[config.mk]
export PLATFORM = sky130hd
export DESIGN_NAME = prim_fifo_sync_wm
export DESIGN_NICKNAME = d
export VERILOG_FILES = /design/src/rtl/prim_fifo_sync_wm.sv
export SDC_FILE = /design/constraint.sdc
export NUM_CORES = 1
export LEC_CHECK = 0
export CORE_ASPECT_RATIO = 2
export CORE_MARGIN = 4
export CORE_UTILIZATION = 25
export DETAILED_ROUTE_END_ITERATION = 10
export HOLD_SLACK_MARGIN = 0.02
export PLACE_DENSITY_LB_ADDON = 0.3
export SLEW_MARGIN = 5
export SYNTH_ARGS = -nofsm -noshare
export SYNTH_HDL_FRONTEND = slang
export SYNTH_SLANG_ARGS = --single-unit
[constraint.sdc]
create_clock -name clk_i -period 4.6 [get_ports clk_i]
set_input_delay 0.92 -clock clk_i [delete_from_list [all_inputs] [get_ports clk_i]]
set_output_delay 0.92 -clock clk_i [all_outputs]
set_load 0.01 [all_outputs]
[src/rtl/prim_fifo_sync_wm.sv]
// Single-clock FIFO of arbitrary depth with synchronous clear, occupancy watermarks
// and sticky peak-occupancy tracking. Optional bypass: PRIM_FIFO_SYNC_WM_PASSTHRU_EN.
module prim_fifo_sync_wm #(
  parameter int unsigned Width             = 16,
  parameter int unsigned Depth             = 4,
  parameter bit          OutputZeroIfEmpty = 1'b0,
  localparam int unsigned DepthW           = $clog2(Depth + 1)
) (
  input  logic              clk_i,
  input  logic              rst_ni,
  input  logic              clr_i,
  input  logic              wvalid_i,
  output logic              wready_o,
  input  logic [Width-1:0]  wdata_i,
  output logic              rvalid_o,
  input  logic              rready_i,
  output logic [Width-1:0]  rdata_o,
  input  logic [DepthW-1:0] af_thresh_i,
  input  logic [DepthW-1:0] ae_thresh_i,
  output logic [DepthW-1:0] depth_o,
  output logic              almost_full_o,
  output logic              almost_empty_o,
  output logic [DepthW-1:0] max_depth_o
);

  localparam int unsigned       PtrW      = (Depth > 1) ? $clog2(Depth) : 1;
  localparam logic [DepthW-1:0] DepthFull = DepthW'(Depth);
  localparam logic [PtrW-1:0]   PtrLast   = PtrW'(Depth - 1);

  logic [Width-1:0]  storage [Depth];
  logic [PtrW-1:0]   wptr, rptr;
  logic [DepthW-1:0] cnt, cnt_next;
  logic [DepthW-1:0] max_q, max_next;
  logic              empty, full;
  logic              wr_fire, rd_fire, wr_en, rd_en, bypass;
  logic [Width-1:0]  rdata_raw;

  // Explicit wrap compare keeps non-power-of-two depths correct; Depth=1 pins to 0.
  function automatic logic [PtrW-1:0] ptr_inc(input logic [PtrW-1:0] p);
    return (p == PtrLast) ? '0 : p + PtrW'(1);
  endfunction

  assign empty    = (cnt == '0);
  assign full     = (cnt == DepthFull);
  assign wready_o = ~full & ~clr_i;

`ifdef PRIM_FIFO_SYNC_WM_PASSTHRU_EN
  // An empty FIFO presents the incoming word directly; if it is taken the same
  // cycle it never touches storage.
  assign bypass    = empty & ~clr_i & wvalid_i & rready_i;
  assign rvalid_o  = (~empty | wvalid_i) & ~clr_i;
  assign rdata_raw = empty ? wdata_i : storage[rptr];
`else
  assign bypass    = 1'b0;
  assign rvalid_o  = ~empty & ~clr_i;
  assign rdata_raw = storage[rptr];
`endif

  assign wr_fire = wvalid_i & wready_o;
  assign rd_fire = rvalid_o & rready_i;
  assign wr_en   = wr_fire & ~bypass;
  assign rd_en   = rd_fire & ~bypass;

  assign rdata_o        = (OutputZeroIfEmpty && !rvalid_o) ? '0 : rdata_raw;
  assign depth_o        = cnt;
  assign max_depth_o    = max_q;
  assign almost_full_o  = (cnt >= af_thresh_i);
  assign almost_empty_o = (cnt <= ae_thresh_i);

  always_comb begin
    cnt_next = cnt;
    max_next = max_q;
    if (clr_i) begin
      cnt_next = '0;
      max_next = '0;
    end else begin
      if (wr_en && !rd_en) begin
        cnt_next = cnt + DepthW'(1);
      end else if (rd_en && !wr_en) begin
        cnt_next = cnt - DepthW'(1);
      end
      max_next = (cnt_next > max_q) ? cnt_next : max_q;
    end
  end

  always_ff @(posedge clk_i or negedge rst_ni) begin
    if (!rst_ni) begin
      wptr  <= '0;
      rptr  <= '0;
      cnt   <= '0;
      max_q <= '0;
    end else begin
      cnt   <= cnt_next;
      max_q <= max_next;
      if (clr_i) begin
        wptr <= '0;
        rptr <= '0;
      end else begin
        if (wr_en) wptr <= ptr_inc(wptr);
        if (rd_en) rptr <= ptr_inc(rptr);
      end
    end
  end

  // Storage carries data only, so it is left out of reset.
  always_ff @(posedge clk_i) begin
    if (wr_en) storage[wptr] <= wdata_i;
  end

  cnt_in_range_a: assert property (@(posedge clk_i) disable iff (!rst_ni)
    cnt <= DepthFull);
  max_covers_cnt_a: assert property (@(posedge clk_i) disable iff (!rst_ni)
    max_q >= cnt);
  no_read_empty_a: assert property (@(posedge clk_i) disable iff (!rst_ni)
    !(rd_en && empty));
  no_write_full_a: assert property (@(posedge clk_i) disable iff (!rst_ni)
    !(wr_fire && full));
  rvalid_stable_a: assert property (@(posedge clk_i) disable iff (!rst_ni)
    (rvalid_o && !rready_i) |=> (rvalid_o || clr_i));

endmodule
==> results.py <==
metrics = {
    "setup_path": {
        "timing.critical_path.mode_cell": "o21ai_0",
        "crit_type": "in2reg",
        "path_buf_inv": 2,
        "crit_path_end_kind": "flop",
        "arrival_ns": 3.86,
        "cp_cell_sequence": "clkdlybuf4s50_1, and3b_1, o21ai_0, o32a_1, inv_1, ha_1, nor2b_1, o21ai_0, a32oi_1, mux2i_1, nor2_1",
        "rrSetupSlack_ns": 1.43,
        "slowest_delay_ns": 0.85,
        "rr_startpoint": "depth_o[0]",
        "rr_endpoint": "max_depth_o[2]",
        "crit_fanout": 18,
        "path_delay_family": "compound AO/OA/AOI/OAI gates",
        "cpMaxStageDelayCell": "clkdlybuf4s50_1",
        "critPathRequiredTime_ns": 4.79,
        "timing.reg2reg.worst_path_depth": 13,
        "setup.worst_path.start_class": "primary input",
    },
    "synthesis": {
        "synth-xor-area-share": 0.00698,
        "yosys.area.top_type_share": 0.595,
        "yosys-mux-area-fraction": 0.115,
        "syn_area_um2": 3230,
        "yosys-top-cells-area": "edfxtp_1, mux4_2, dfrtp_1",
        "synth_most_common_cell": "edfxtp_1",
        "synth-main-ff-cell": "edfxtp_1",
        "synthSimpleGateAreaFrac": 0.0752,
        "synth.largest_area_cell": "edfxtp_1",
        "ys_types": 37,
        "synth-seq-cells": 74,
        "synth_compound_gate_area_share": 0.0403,
        "synth_warnings": 0,
        "async_flop_share": 0.135,
        "syn_area_per_cell_um2": 17.5,
        "synthAdderAreaFrac": 0.0659,
        "synth_common_cells": "edfxtp_1, ha_1, mux4_2",
        "synthCells": 184,
        "ys_seq_area_frac": 0.673,
        "synth_fp_nets": 228,
        "synth_edf_count": 64,
        "synth_top_family_by_area": "multiplexers",
    },
    "sta": {
        "whs_ns": 0.559,
        "fmax_mhz": 272,
        "fin_crit_sh": 0.798,
        "post-route-min-period_ns": 3.67,
        "finalMaxSlewViolations": 0,
        "setup_tns_ns": 0,
        "worstMarginPinSlew_ns": 0.925,
        "finalSetupViolCount": 0,
        "hold_viol": 0,
        "finalClockSkew_ns": 0.00646,
        "slew_headroom": 0.384,
        "grt_setup_unrepaired": "false",
    },
    "routing": {
        "viasPerCell": 4.52,
        "drt_iter0_drc": 48,
        "dr.pass1.iters": 4,
        "drc": 0,
        "vias": 1811,
        "ant_nets": 0,
        "drt-total-wl_mm": 6.66,
        "wl_per_cell_um": 16.6,
    },
    "placement": {
        "place_area_um2": 3940,
        "place.port_buffers": 52,
        "hpwl_mm": 4.68,
        "finalWeightedCongestion": 0.738,
    },
    "floorplanning": {
        "die_area_um2": 14900,
        "ios": 53,
        "initial_core_util": 0.256,
        "coreArea_um2": 12600,
        "die_w_um": 88.4,
        "rows": 58,
        "chipHeight_um": 169,
    },
    "min_path": {
        "hold_start": "max_depth_o[2]",
        "min_to": "max_depth_o[2]",
        "min_path_cells": 2,
        "hold_path.class": "reg2reg",
    },
    "finish": {
        "syn_to_final_growth_pct": 32.9,
        "final_area_um2": 4290,
        "nets": 290,
        "drive_above_1_share": 0.163,
        "antenna_cells": 0,
    },
    "job": {
        "drv_cap": 0,
    },
    "clock_network": {
        "cts_made_buffers": 9,
        "cts_tree": "built",
        "worstSkewPairLatency_ns": 0.33,
        "postCtsSetupBuffers": 0,
        "cts-root-buf": "clkbuf_16",
        "path_clk_slew_ns": 0.06,
        "clock_path_buffers": 2,
        "cts_max_level": 3,
        "cts.repair.resized": 0,
        "hold_buffers": 0,
        "cts_sinks": 74,
    },
    "power_and_ir_drop": {
        "swShare": 0.240,
        "pwr-share-seq": 0.397,
        "static-leakage-power_nw": 1.53,
        "p_int_w": 0.00153,
        "power_frac_comb": 0.204,
        "power_switching_w": 0.000481,
        "power_density_nw_per_um2": 468,
        "power.share.clock": 0.399,
        "peakVddDrop_v": 0.000304,
    },
    "grt": {
        "grt-ovfl-total": 0,
        "grt_max_degree": 20,
        "grt_pass1_vias": 1991,
        "antenna_found_initial": 0,
        "grt_pass1_wl_mm": 10.6,
        "track_usage": 0.0964,
    },
    "outcome": {
        "status": "finished clean",
    },
}
layout by cell type (no fill, tap or decap), types with 2 or more instances in the layout:
cell / Yosys / layout
nor2b_1: 6 / 6
mux4_2: 16 / 16
edfxtp_1: 64 / 64
o21ai_0: 4 / 4
dfrtp_1: 10 / 10
and2_1: 4 / 4
clkdlybuf4s50_1: 0 / 52
nor2_1: 5 / 5
nand3b_1: 4 / 4
a21oi_1: 3 / 3
ha_1: 17 / 17
a21o_1: 2 / 2
buf_4: 0 / 5
inv_1: 12 / 12
bufinv_16: 0 / 3
inv_6: 0 / 2
o31ai_1: 3 / 3
clkbuf_16: 0 / 9
nand2b_1: 4 / 4
nand2_1: 5 / 5
or3_1: 2 / 2
worst max path at each step:
stage               startpoint             end  depth (start not counted)
finish                   clr_i  max_depth_o[2]                         11
global placement         clr_i  max_depth_o[2]                         11
floorplan                clr_i  max_depth_o[2]                         11
global route             clr_i  max_depth_o[1]                         11
detailed placement       clr_i  max_depth_o[1]                         11
CTS                      clr_i  max_depth_o[2]                         11
worst reg2reg max path, cell delays in order, from the launching register on:
cell and delay, ns:
dfrtp_1 0.43, inv_1 0.19, ha_1 0.29, nand2_1 0.09, and3b_1 0.29, o21ai_0 0.20, o32a_1 0.22, inv_1 0.06
ha_1 0.29, nor2b_1 0.12, o21ai_0 0.08, a32oi_1 0.46, mux2i_1 0.25, nor2_1 0.05
power groups by stage:
| stage | Combinational [W] | Clock [W] | Sequential [W] |
|---|---|---|---|
| floorplan | 0.000242 | 0 | 0.000806 |
| detailed placement | 0.000422 | 0 | 0.000811 |
| global route | 0.000456 | 0.000853 | 0.000802 |
| finish | 0.000411 | 0.000801 | 0.000797 |
| CTS | 0.000424 | 0.000821 | 0.000798 |
| global placement | 0.000407 | 0 | 0.000809 |
layout make-up:
class	instances	area, µm²
timing repair buffer	57	558
clock inverter	7	124
inverter	12	45.0
multi-input combinational	92	978
tap	150	188
sequential	74	2170
fill	1244	8340
clock buffer	9	225
metrics by stage:
stage           util  cells  power [W]  worst slack (ns)
2_1_floorplan      -    184    0.00105              1.77
3_3_place_gp   0.312    385    0.00122             0.713
3_5_place_dp   0.312    385    0.00123             0.539
6_report       0.340    401    0.00201             0.929
4_1_cts        0.340    401    0.00204             0.898
5_1_grt        0.340    401    0.00211             0.662
state kept, by name, summed over array words and instances, names as in the netlist:
signal,flops
storage,64
depth_o,3
max_depth_o,3
rptr,2
wptr,2
routing by layer:
metal,share of wire,vias up,global-route usage
met1,0.36,908,0.0943
met5,0,-,0
li1,-,839,-
met3,0.055,12,0.0287
met4,0.022,0,0.0408
met2,0.56,52,0.180
cells by family after synthesis:
| kind of cell | Yosys count |
|---|---|
| AOI/OAI and AO/OA | 19 |
| xor gates and xnor gates | 1 |
| adders and majority gates | 17 |
| buffers and inverters | 18 |
| DFF | 74 |
| muxes | 17 |
| and+or+nand+nor | 38 |
(Power assumes the default switching activity.)
